`config.mk`:
```
export PLATFORM = sky130hd
export DESIGN_NAME = data_mem_ctrl
export DESIGN_NICKNAME = d
export VERILOG_FILES = /design/src/rtl/data_mem_ctrl.sv
export SDC_FILE = /design/constraint.sdc
export NUM_CORES = 1
export LEC_CHECK = 0
export ABC_AREA = 1
export CAP_MARGIN = 10
export CELL_PAD_IN_SITES_DETAIL_PLACEMENT = 0
export CELL_PAD_IN_SITES_GLOBAL_PLACEMENT = 1
export CORE_ASPECT_RATIO = 0.6
export CORE_MARGIN = 4
export CORE_UTILIZATION = 32
export DETAILED_ROUTE_END_ITERATION = 6
export GPL_TIMING_DRIVEN = 0
export PLACE_DENSITY = 0.87
export REMOVE_ABC_BUFFERS = 1
export SYNTH_ARGS = -nofsm -noshare
export SYNTH_HDL_FRONTEND = slang
export SYNTH_SLANG_ARGS = --single-unit
```
`constraint.sdc`:
```
create_clock -name clk_50M -period 2.52 [get_ports clk_50M]
set_clock_uncertainty 0.15 [all_clocks]
set_input_delay 0.63 -clock clk_50M [delete_from_list [all_inputs] [get_ports clk_50M]]
set_output_delay 0.63 -clock clk_50M [all_outputs]
set_load 0.1 [all_outputs]
```
`src/rtl/data_mem_ctrl.sv`:
```
// data_mem_ctrl: load/store responder for cpu_core driving a 32-bit async SRAM.
// Multi-cycle strobe, lane steering on stores, sign/zero extension on loads.
module data_mem_ctrl #(
  parameter int WAIT_CYCLES = 1,
  parameter int SRAM_AW     = 20
) (
  input  logic               clk_50M,
  input  logic               reset_btn,
  input  logic [31:0]        mem_addr,
  input  logic [31:0]        mem_wdata,
  input  logic [4:0]         mem_ctrl_signal,
  output logic [31:0]        mem_rdata,
  output logic               mem_stall,
  output logic               addr_err,
  output logic [SRAM_AW-1:0] sram_addr,
  output logic [3:0]         sram_be_n,
  output logic               sram_ce_n,
  output logic               sram_oe_n,
  output logic               sram_we_n,
  output logic [31:0]        sram_wdata,
  output logic               sram_data_oe,
  input  logic [31:0]        sram_rdata
);

  typedef enum logic [1:0] {
    IDLE, ACCESS, DONE, ERR
  } state_t;

  localparam logic [2:0] WC_M1 = 3'(WAIT_CYCLES - 1);

  state_t      state, state_nx;
  logic [2:0]  cnt;
  logic        ld_q, uns_q;
  logic [1:0]  sz_q, off_q;
  logic [31:0] rdata_q;

  logic        req, bad, legal;
  logic [1:0]  sz;
  logic [3:0]  be_c;
  logic [31:0] wd_c;
  logic [31:0] sh;
  logic [31:0] ext;
  logic        unused;

  assign unused = ^mem_addr[31:SRAM_AW+2];

  assign sz    = mem_ctrl_signal[1:0];
  assign req   = mem_ctrl_signal[4] | mem_ctrl_signal[3];
  assign bad   = (mem_ctrl_signal[4] & mem_ctrl_signal[3])
               | (sz == 2'b11)
               | ((sz == 2'b01) & mem_addr[0])
               | ((sz == 2'b10) & (|mem_addr[1:0]));
  assign legal = req & ~bad;

  always_comb begin
    be_c = 4'b1111;
    wd_c = mem_wdata;
    unique case (1'b1)
      sz == 2'b00: begin
        be_c = 4'b0001 << mem_addr[1:0];
        wd_c = {4{mem_wdata[7:0]}};
      end
      sz == 2'b01: begin
        be_c = mem_addr[1] ? 4'b1100 : 4'b0011;
        wd_c = {2{mem_wdata[15:0]}};
      end
      default: ;
    endcase
  end

  always_ff @(posedge clk_50M) begin
    if (!reset_btn) state <= IDLE;
    else            state <= state_nx;
  end

  always_comb begin
    state_nx = state;
    unique case (state)
      IDLE: begin
        if (legal)    state_nx = ACCESS;
        else if (req) state_nx = ERR;
      end
      ACCESS: if (cnt == 3'd0) state_nx = DONE;
      DONE:   state_nx = IDLE;
      ERR:    state_nx = IDLE;
      default: state_nx = IDLE;
    endcase
  end

  always_ff @(posedge clk_50M) begin
    if (!reset_btn) begin
      cnt        <= '0;
      sram_addr  <= '0;
      sram_be_n  <= 4'hF;
      sram_wdata <= '0;
      ld_q       <= 1'b0;
      uns_q      <= 1'b0;
      sz_q       <= '0;
      off_q      <= '0;
      rdata_q    <= '0;
      addr_err   <= 1'b0;
    end else begin
      addr_err <= (state == IDLE) & req & bad;
      unique case (state)
        IDLE: begin
          if (legal) begin
            sram_addr  <= mem_addr[SRAM_AW+1:2];
            sram_be_n  <= ~be_c;
            sram_wdata <= wd_c;
            ld_q       <= mem_ctrl_signal[4];
            uns_q      <= mem_ctrl_signal[2];
            sz_q       <= sz;
            off_q      <= mem_addr[1:0];
            cnt        <= WC_M1;
          end
        end
        ACCESS: begin
          if (cnt == 3'd0) begin
            if (ld_q) rdata_q <= sram_rdata;
          end else begin
            cnt <= cnt - 3'd1;
          end
        end
        DONE:    sram_be_n <= 4'hF;
        default: ;
      endcase
    end
  end

  // Selected lane(s) shifted down to bit 0 before extension.
  assign sh = rdata_q >> {off_q, 3'b000};

  always_comb begin
    ext = rdata_q;
    unique case (1'b1)
      sz_q == 2'b00: ext = {{24{~uns_q & sh[7]}}, sh[7:0]};
      sz_q == 2'b01: ext = {{16{~uns_q & sh[15]}}, sh[15:0]};
      default: ;
    endcase
  end

  always_comb begin
    sram_ce_n    = ~((state == ACCESS) | (state == DONE));
    sram_oe_n    = ~((state == ACCESS) & ld_q);
    sram_we_n    = ~((state == ACCESS) & ~ld_q);
    sram_data_oe = ~ld_q & ((state == ACCESS) | (state == DONE));
    mem_stall    = legal & (state != DONE) & reset_btn;
    mem_rdata    = (state == DONE) ? ext : 32'h0;
  end

endmodule

```
Word-level counts from Yosys, hierarchy flattened --
Index checks and enable logic that the tools add are counted.
Storage, ports and cells: bits in registers 100, logic and storage cells 78
Cells by class: reduce and logical (&&, ||, !) cells 13, add/sub/neg operators 1, shift operators 2, muxes and demuxes 14, bitwise gates (word level) 25, equal/unequal tests 12
Operators by type and width (count):
- $pmux W32 S2 | 2
- $mux W32 | 1
- $shr A32 B5 Y16 | 1
- $pmux W4 S2 | 2
- $and A1 B1 Y1 | 13
- $eq A2 B2 Y1 const B | 4
- $mux W4 | 2
- $ne A2 B2 Y1 const B | 4
- $eq A2 B1 Y1 const B | 3
- $logic_not A2 Y1 | 3
- $mux W2 | 3
- $mux W3 | 2
- $not A1 Y1 | 6
- $pmux W2 S3 | 1
- $pmux W3 S2 | 1
- $reduce_and A2 Y1 | 3
- $reduce_and A3 Y1 | 2
- $or A1 B1 Y1 | 5
- $not A4 Y4 | 1
- $reduce_bool A2 Y1 | 2
- $reduce_or A2 Y1 | 2
- $shl A1 B2 Y4 const A | 1
- $logic_not A3 Y1 | 1
- $ne A3 B3 Y1 const B | 1
- $sub A3 B1 Y3 const B | 1

Logic depth before layout (Yosys ltp) --
Gate-level depths: netlist of the first run.
depth after elaboration 8, mapped depth 10, depth with buffers taken out 8

Worst setup path after synthesis of the first run --
Ideal clock, no wire load.
path kind input-to-output, start input reset_btn, end output mem_stall, path slack -1.319 ns, required time 1.740 ns, stages on the path 4, path buffers 2, arrival time 3.059 ns, cell sequence buf_2 -> inv_1 -> buf_2 -> nor3_1
Between the ends: cells in the longest elaborated chain, start to end 1
RTL lines:
- start: declaration | RTL line 8 | input logic reset_btn,
- $and A1 B1 Y1 | RTL line 147 | mem_stall = legal & (state != DONE) & reset_btn;
- end: declaration | RTL line 13 | output logic mem_stall,
No other way between the ends.

Final worst setup path of the first run --
start register off_q[0], end output mem_rdata[21]
Between the ends: cells in the longest elaborated chain, start to end 4
RTL lines:
- start: declaration | RTL line 34 | logic [1:0] sz_q, off_q;
- start signal: assignment | RTL line 113 | off_q <= mem_addr[1:0];
- $shr A32 B5 Y16 (*) | RTL line 131 | assign sh = rdata_q >> {off_q, 3'b000};
- $and A1 B1 Y1 (on tied branches) | RTL line 137, 136
- $pmux W32 S2 (*) | RTL line 135 | unique case (1'b1)
- $mux W32 (*) | RTL line 148 | mem_rdata = (state == DONE) ? ext : 32'h0;
- end: declaration | RTL line 12 | output logic [31:0] mem_rdata,
Mark *: on every way between the ends. The rest lies on a longest branch, timed or not.

==> flow_summary.ini, run 1 <==
[synthesis]
synth_simple_gate_area_frac = 0.314
synth_adder_area_share = 0.0153
syn_inst = 721
synth_mux_area_frac = 0
synth_ff_type = dfxtp_1
synth_compound_gate_area_share = 0.187
yosys-top-cells-area = dfxtp_1 41%, nand2_1 16%, a21oi_1 8.3%, nor2_1 7.4%, o21ai_0 6.4%
async_flop_share = 0
main_combinational_cell_family_by_area_after_synthesis = simple AND/OR/NAND/NOR gates
yosysWarningCount = 0
synth.yosys.seq_area_share = 0.409
yosysUniqueCellTypes = 32
yosys.cell_count.top_type = nand2_1
number_of_enable_type_register_cells_in_the_synthesized_netlist = 0
postSynthAreaPerCell_sq_um = 6.80
yosys-top-cells-count = 215 x nand2_1, 100 x dfxtp_1, 96 x nor2_1
synth_area_sq_um = 4900
post_synth_xor_area_fraction = 0.00179
synth_top_cell_by_area = dfxtp_1
ys_ff_latch = 100
synth.top_cell.area_share = 0.409

[die]
io_pins = 197
floorplan.die.width_um = 168
fp.dieH_um = 104
number_of_core_rows = 34
floorplan.core_area_sq_um = 14700
die_area_sq_um = 17400
effective_utilization_at_floorplan = 0.333

[placed_design]
port_buffers = 186
dp_worst_setup_slack_ns = -2.15
number_of_placed_instances_with_taps_included = 1062
placed_area_sq_um = 6800
gp_congestion = 0.769
dp.final_hpwl_mm = 11.3

[detailed_routing]
drt_pass1_iterations = 5
drt_first_iter_violations = 422
dr_total_vias = 5429
via_to_cell_ratio = 4.90
drc = 0
wl_per_cell_um = 16.8
drtAntennaViolNets = 0
wl_mm = 18.6

[global_route]
gr-total-overflow = 0
first_global_vias = 4711
grt_first_pass_wirelength_mm = 26.6
track_usage = 0.187
number_of_antenna_violations_at_the_first_check_in_global_routing = 0
grt_start_max_net_pins = 61

[critical_path]
worst_setup_ep_type = output port
timing.critical_path.required_ns = 1.74
setup.worst_path.start_class = flop
critPathArrivalTime_ns = 1.90
path_max_fanout = 8
r2r.worst_path.cells = 8
timing.setup.critical_path_class = reg -> out

[timing]
slew_headroom = 0.324
timing.final.hold_violations = 0
setup_ws_ns = -0.159
worst_pin_slew_ns = 1.02
timing.final.setup_violations = 27
layout_worst_path_cycle_share = 1.06
setup_repair_after_global_routing_missed_its_margin = yes
timing.fmax_mhz = 373
min_period_ns = 2.68
max_slew_violation_count = 0

[worst_hold_path]
whs_path_cells = 2
holdCritPathClass = reg -> reg

[clock_tree]
clock-root-buffer = clkbuf_16
cts_hold_buf = 0
tritoncts_clock_tree = done
clk_pin_slew_worst_paths_ns = 0.08
numClockSinks = 100
clock_latency_late_sink_ns = 0.34
ctsLongestPathBuffers = 2
htreeDepth = 3
cts_inserted_buffers = 9

[finish]
finalNetCount = 1014
fill_cells = 1476
final_util = 0.529
proportion_of_layout_cells_with_a_drive_suffix_above_1 = 0.173
finalInstanceArea_sq_um = 7780
regArea_sq_um = 2010
diodes = 0
area_delta_synth_final_pct = 58.9
layout.cells.non_filler = 1108
multi_input_logic_area_sq_um = 2800

[outcome]
violated_checks = negative setup slack
run_status = finished, violations left

[flow_run]
max_capacitance_violation_count = 0

[pwr]
power_leakage_uw = 0.00337
cellPowerDensity_nw_per_um2 = 963
peakVddDrop_mv = 1.45
-- layout make-up --
type | count | share of cell area
multi-input cells | 549 | 0.360
repair buffers | 214 | 0.290
flip-flops and latches | 100 | 0.259
well taps | 198 | 0.0318
clock buffers | 9 | 0.0289
inverters | 30 | 0.0217
clock inverters | 7 | 0.00756
repair inverters | 1 | 0.00113
-- path summary, 6_finish.rpt --
check,from,to,slack [ns]
worst max-delay path,off_q[0]$_SDFFE_PN0P_,mem_rdata[21],-0.16
worst min-delay path,sram_addr[3]$_SDFFE_PN0P_,sram_addr[3]$_SDFFE_PN0P_,0.31
worst max register to register,state[1]$_SDFFE_PN0P_,sram_wdata[9]$_SDFFE_PN0P_,0.30
worst min register to register,sram_addr[3]$_SDFFE_PN0P_,sram_addr[3]$_SDFFE_PN0P_,0.31
-- kinds of logic after synthesis --
group                      after synthesis
AOI/OAI and AO/OA                      175
xor gates and xnor gates                 1
adders and majority gates                6
buffers and inverters                   75
DFF                                    100
and+or+nand+nor                        364
-- placed cells by master, fill, tap and decap left out, drive strengths merged, types with 8 or more instances in the layout --
| master | count |
|---|---|
| nand3 | 36 |
| a21oi | 83 |
| clkdlybuf4s50 | 85 |
| dfxtp | 100 |
| clkbuf | 16 |
| nand2 | 219 |
| nor2 | 109 |
| dlygate4sd2 | 57 |
| a31oi | 8 |
| o21ai | 75 |
| buf | 61 |
| inv | 33 |
-- critical path: stages (launching register included) --
cell	delay [ns]
dfxtp_4	0.39
buf_8	0.15
nand2_2	0.07
nand3_2	0.08
nand2_2	0.09
nand3_4	0.10
nand3_4	0.17
nand2_8	0.14
nor2_4	0.17
buf_12	0.18
-- stage by stage --
step | hold WS (ns) | power (uW) | TNS [ns]
6_report | 0.311 | 7490 | -2.76
5_1_grt | 0.325 | 7840 | -4.53
4_1_cts | 0.313 | 7140 | -7.51
3_5_place_dp | 0.305 | 5710 | -180.51
3_3_place_gp | 0.302 | 5700 | -234.85
2_1_floorplan | 0.294 | 4710 | -58.44
-- repair_timing --
item,4_1_cts,5_1_grt
setup buffers,2,22
gates resized for setup,363,106
setup endpoints to repair,192,98
pin swaps,1,21
gates cloned,1,5
-- registers in the layout, summed over array words and instances (netlist names), 2 cells and up --
name	count
state	2
sram_addr	20
rdata_q	32
sz_q	2
sram_wdata	32
off_q	2
sram_be_n	4
cnt	3
-- where the power goes --
part	internal [uW]	switching (uW)
logic	1080	3060
registers	1820	184
clock network	687	661
total	3590	3910
-- layer usage --
layer / GRT usage / vias to the layer above / routed length, um
li1: - / 2725 / -
met1: 0.281 / 2479 / 8860
met2: 0.254 / 217 / 7630
met3: 0.0752 / 8 / 1990
met4: 0.0278 / 0 / 95
met5: 0 / - / 0
No activity file was read; power rests on OpenSTA's default activity.
==> run 2: changes to the inputs <==
--- a/config.mk
+++ b/config.mk
@@ -11,10 +11,10 @@
 export CELL_PAD_IN_SITES_GLOBAL_PLACEMENT = 1
 export CORE_ASPECT_RATIO = 0.6
 export CORE_MARGIN = 4
-export CORE_UTILIZATION = 32
+export CORE_UTILIZATION = 27
 export DETAILED_ROUTE_END_ITERATION = 6
 export GPL_TIMING_DRIVEN = 0
-export PLACE_DENSITY = 0.87
+export PLACE_DENSITY = 0.78
 export REMOVE_ABC_BUFFERS = 1
 export SYNTH_ARGS = -nofsm -noshare
 export SYNTH_HDL_FRONTEND = slang
==> constraint.sdc (replaced) <==
create_clock -name clk_50M -period 2.1 [get_ports clk_50M]
set_clock_uncertainty 0.15 [all_clocks]
set_input_delay 0.525 -clock clk_50M [delete_from_list [all_inputs] [get_ports clk_50M]]
set_output_delay 0.525 -clock clk_50M [all_outputs]
set_load 0.1 [all_outputs]
==> flow_summary.ini, run 2 (synthesis results as in run 1) <==
[placed_design]
gp_congestion = 0.748
dp.final_hpwl_mm = 12.0
dp_worst_setup_slack_ns = -2.48
port_buffers = 186

[finish]
diodes = 0
biggestRegsByFlops = rdata_q: 32 flops, sram_wdata: 32 flops, sram_addr: 20 flops
layout.cells.most_common_list = 208 x nand2_1, 95 x dfxtp_1, 87 x nor2_1
finalNetCount = 1017
proportion_of_layout_cells_with_a_drive_suffix_above_1 = 0.253
fill_cells = 1714
area_delta_synth_final_pct = 69.7
final_common_cell = nand2_1

[clock_tree]
htreeDepth = 3
ctsLongestPathBuffers = 2
clk_pin_slew_worst_paths_ns = 0.07
clock_latency_late_sink_ns = 0.35
tritoncts_clock_tree = done
cts_inserted_buffers = 9
numClockSinks = 100
cts_hold_buf = 0
clock-root-buffer = clkbuf_16

[pwr]
peakVddDrop_mv = 0.809
cellPowerDensity_nw_per_um2 = 1170
power_leakage_uw = 0.00324

[critical_path]
worst_setup_ep_type = output port
cpPeakStageDelay_ns = 0.39
cp_top_family = simple AND/OR/NAND/NOR gates
setup.worst_path.start_class = flop
timing.critical_path.slowest_stage_cell = dfxtp_4
timing.critical_path.required_ns = 1.42
worstPathCellList = buf_8 -> nand2_2 -> nand3_2 -> nand2_2 -> nand3_2 -> nand3_4 -> nand2_8 -> nor2_4 -> buf_12
cp.buffers_inverters = 2
path_max_fanout = 8
critPathArrivalTime_ns = 1.82
timing.setup.critical_path_class = reg -> out

[flow_run]
max_capacitance_violation_count = 0

[outcome]
run_status = finished, violations left
violated_checks = negative setup slack

[detailed_routing]
dr_total_vias = 5362
drc = 0
via_to_cell_ratio = 4.67
drt_pass1_iterations = 5
drt_first_iter_violations = 357
drtAntennaViolNets = 0
wl_mm = 18.9
wl_per_cell_um = 16.5

[timing]
timing.fmax_mhz = 400
hold_slack_ns = 0.317
setup_ws_ns = -0.399
max_slew_violation_count = 0
slew_headroom = 0.608
worst_pin_slew_ns = 0.581
setup_repair_after_global_routing_missed_its_margin = yes
timing.final.hold_violations = 0
layout_worst_path_cycle_share = 1.19
timing.final.setup_violations = 33
min_period_ns = 2.50

[die]
effective_utilization_at_floorplan = 0.281
floorplan.core_area_sq_um = 17500
fp.dieH_um = 112
die_area_sq_um = 20400
io_pins = 197
number_of_core_rows = 37
floorplan.die.width_um = 182

[global_route]
grt_first_pass_wirelength_mm = 29.2
grt_start_max_net_pins = 61
first_global_vias = 5142
number_of_antenna_violations_at_the_first_check_in_global_routing = 1
gr-total-overflow = 0
track_usage = 0.178

[worst_hold_path]
holdCritPathClass = reg -> reg
## run 2: changes by cell type in the layout (fill, tap and decap cells not counted), sizes merged, moves of 4 or more
cell / delta
dlygate4sd2: -57
buf: +8
clkbuf: -4
clkdlybuf4s15: +57
## run 2: repair_timing
action / CTS / global route
setup endpoints to repair: 193 / 90
pin swaps: 22 / 23
gates resized for setup: 578 / 61
buffers inserted: 20 / 8
gates cloned: 4 / 1
## run 2: worst reg2reg max path, cell delays in order, from the launching register on
cell and delay (ns):
dfxtp_4 0.37, inv_4 0.08, ha_4 0.16, nand2_1 0.08, nor2_2 0.24, buf_8 0.23, inv_8 0.13, o21ai_1 0.24
a21oi_1 0.06
## run 2: cell type report
| cell class | instances | area [sq um] | area share |
|---|---|---|---|
| Sequential cell | 100 | 2020 | 0.243 |
| Tap cell | 234 | 293 | 0.0352 |
| Timing Repair inverter | 1 | 8.76 | 0.00105 |
| Timing Repair Buffer | 216 | 2520 | 0.303 |
| Clock inverter | 7 | 105 | 0.0126 |
| Clock buffer | 9 | 225 | 0.0271 |
| Inverter | 30 | 186 | 0.0224 |
| Multi-Input combinational cell | 550 | 2960 | 0.355 |
## run 2: routing by layer
metal | share of wire | GRT usage | vias up
met5 | 0.00069 | 0 | -
li1 | - | - | 2735
met1 | 0.50 | 0.258 | 2437
met4 | 0.0083 | 0.0290 | 2
met3 | 0.086 | 0.0651 | 17
met2 | 0.41 | 0.257 | 171
## run 2: through the flow
| stage | std cells | util | cell area, sq um | TNS [ns] | power [uW] |
|---|---|---|---|---|---|
| 2_1_floorplan | 676 | - | 4660 | -92.03 | 5650 |
| 3_3_place_gp | 1096 | 0.390 | 6810 | -288.44 | 6870 |
| 3_5_place_dp | 1098 | 0.393 | 6850 | -230.49 | 6880 |
| 4_1_cts | 1138 | 0.461 | 8040 | -22.68 | 9500 |
| 5_1_grt | 1147 | 0.476 | 8310 | -14.38 | 10200 |
| 6_report | 1147 | 0.476 | 8310 | -11.03 | 9770 |
## run 2: where the power goes
group	internal (uW)	leakage (uW)	switching [uW]
clock network	1070	0.000159	803
logic	1650	0.00226	3830
registers	2190	0.000816	232
total	4900	0.00324	4870
## run 2: final timing paths
| check | end | slack (ns) | depth (start not counted) | startpoint |
|---|---|---|---|---|
| min reg2reg | sram_addr[2]$_SDFFE_PN0P_ | 0.32 | 2 | sram_addr[2]$_SDFFE_PN0P_ |
| max reg2reg | rdata_q[15]$_SDFFE_PN0P_ | 0.22 | 8 | state[1]$_SDFFE_PN0P_ |
| max | mem_rdata[29] | -0.40 | 9 | off_q[0]$_SDFFE_PN0P_ |
| min | sram_addr[2]$_SDFFE_PN0P_ | 0.32 | 2 | sram_addr[2]$_SDFFE_PN0P_ |
==> run 3: changes to the inputs <==
--- a/config.mk
+++ b/config.mk
@@ -13,9 +13,9 @@
 export CORE_MARGIN = 4
 export CORE_UTILIZATION = 27
 export DETAILED_ROUTE_END_ITERATION = 6
-export GPL_TIMING_DRIVEN = 0
 export PLACE_DENSITY = 0.78
 export REMOVE_ABC_BUFFERS = 1
+export SETUP_SLACK_MARGIN = 0.02
 export SYNTH_ARGS = -nofsm -noshare
 export SYNTH_HDL_FRONTEND = slang
 export SYNTH_SLANG_ARGS = --single-unit
==> flow_summary.ini, run 3 (synthesis results as in run 1) <==
[critical_path]
timing.critical_path.slowest_stage_cell = dfxtp_4
path_max_fanout = 6
worst_setup_ep_type = output port
cpPeakStageDelay_ns = 0.36
timing.setup.critical_path_class = reg -> out
critPathArrivalTime_ns = 1.86
worstPathCellList = buf_6 -> nand2_2 -> nand3_2 -> nand2_2 -> nand3_4 -> nand3_4 -> nand2_4 -> buf_4 -> nor2_4 -> buf_12
timing.critical_path.required_ns = 1.42
cp_top_family = simple AND/OR/NAND/NOR gates
setup.worst_path.start_class = flop
cp.buffers_inverters = 3

[die]
fp.dieH_um = 112
io_pins = 197
number_of_core_rows = 37
floorplan.core_area_sq_um = 17500
effective_utilization_at_floorplan = 0.281
die_area_sq_um = 20400
floorplan.die.width_um = 182

[pwr]
power.switching_uw = 4870
p_int_uw = 5440
power_switching_share = 0.473
peakVddDrop_mv = 0.838
finalPower_uw = 10300
combPwrFrac = 0.591
share_seq_of_total_power = 0.241
p_clk_frac = 0.168
cellPowerDensity_nw_per_um2 = 1120
power_leakage_uw = 0.00380

[clock_tree]
clk_pin_slew_worst_paths_ns = 0.07
clock-root-buffer = clkbuf_16
ctsLongestPathBuffers = 2
cts_inserted_buffers = 9
htreeDepth = 3
clock_latency_late_sink_ns = 0.34
numClockSinks = 100
tritoncts_clock_tree = done

[finish]
proportion_of_layout_cells_with_a_drive_suffix_above_1 = 0.297
regArea_sq_um = 2020
multi_input_logic_area_sq_um = 2860
biggestRegsByFlops = rdata_q: 32 flops, sram_wdata: 32 flops, sram_addr: 20 flops
fill_cells = 1640
final_common_cell = nand2_1
area_delta_synth_final_pct = 88.6
layout.cells.most_common_list = 208 x nand2_1, 102 x buf_12, 94 x dfxtp_1
finalNetCount = 1075
diodes = 0

[timing]
timing.fmax_mhz = 394
max_slew_violation_count = 0
slew_headroom = 0.612
layout_worst_path_cycle_share = 1.21
min_period_ns = 2.53
timing.final.hold_violations = 0
setup_ws_ns = -0.435
setup_tns_ns = -10.29
timing.final.setup_violations = 34
hold_slack_ns = 0.336
worst_pin_slew_ns = 0.576
setup_repair_after_global_routing_missed_its_margin = yes

[placed_design]
gp_congestion = 0.774
port_buffers = 186
dp_worst_setup_slack_ns = -0.460
dp.final_hpwl_mm = 13.1

[global_route]
track_usage = 0.172
number_of_antenna_violations_at_the_first_check_in_global_routing = 1
first_global_vias = 5430
gr-total-overflow = 0
grt_first_pass_wirelength_mm = 28.8
grt_start_max_net_pins = 55

[detailed_routing]
drt_pass1_iterations = 4
drc = 0
drtAntennaViolNets = 0
wl_per_cell_um = 15.0
drt_first_iter_violations = 325
wl_mm = 18.1
via_to_cell_ratio = 4.57
dr_total_vias = 5510

[outcome]
run_status = finished, violations left
violated_checks = negative setup slack

[worst_hold_path]
holdCritPathClass = reg -> reg

[flow_run]
max_capacitance_violation_count = 0
## run 3: cell types whose count changed in the layout (fill, tap and decap cells not counted), moves of 4 or more
cell | before | now
buf_2 | 0 | 4
a21oi_2 | 2 | 6
buf_12 | 31 | 102
clkdlybuf4s15_2 | 57 | 0
nand2_2 | 5 | 9
buf_4 | 22 | 71
## run 3: through the flow
| step | std cells | util | area (sq um) |
|---|---|---|---|
| 2_1_floorplan | 676 | - | 4660 |
| 4_1_cts | 1198 | 0.521 | 9090 |
| 3_5_place_dp | 1171 | 0.481 | 8400 |
| 3_3_place_gp | 1171 | 0.481 | 8400 |
| 6_report | 1205 | 0.530 | 9240 |
| 5_1_grt | 1205 | 0.530 | 9240 |
## run 3: path summary, 6_finish.rpt
kind	startpoint	to	slack, ns	cells past startpoint
max	off_q[0]$_SDFFE_PN0P_	mem_rdata[17]	-0.43	10
min	cnt[1]$_SDFFE_PN0P_	cnt[1]$_SDFFE_PN0P_	0.34	2
max reg2reg	state[0]$_SDFFE_PN0P_	sram_wdata[26]$_SDFFE_PN0P_	0.27	10
min reg2reg	cnt[1]$_SDFFE_PN0P_	cnt[1]$_SDFFE_PN0P_	0.34	2
## run 3: timing repair
action                     CTS  global route
setup buffers               12             7
gates resized for setup    101            32
hold buffers                 0             0
pin swaps                   13            18
setup endpoints to repair   47            38
gates cloned                 0             1
## run 3: final cells by class
class / instances / area share
inverters: 30 / 0.0148
multi-input cells: 547 / 0.309
well taps: 234 / 0.0317
flip-flops and latches: 100 / 0.218
clock inverters: 7 / 0.00866
clock buffers: 9 / 0.0244
repair buffers: 278 / 0.393
## run 3: routing by layer
metal,global-route usage,up-vias,part of all wire
met3,0.0719,10,0.089
li1,-,2839,-
met1,0.241,2521,0.49
met4,0.0230,2,0.0042
met2,0.252,138,0.42
met5,0,-,0.00072
## run 3: tightest hold or removal path: cells and delay by family, from the launching register on
kind             cells  cell delay (ns)
AND/OR/NAND/NOR      1             0.08
flip-flops           1             0.33
AO/OA/AOI/OAI        1             0.04
## run 3: power by group through the flow
stage / combinational [uW] / sequential (uW) / clock [uW]
2_1_floorplan: 2080 / 3580 / 0
3_3_place_gp: 5570 / 2480 / 0
3_5_place_dp: 5580 / 2490 / 0
4_1_cts: 5950 / 2480 / 1800
5_1_grt: 6410 / 2520 / 1850
6_report: 6090 / 2490 / 1730
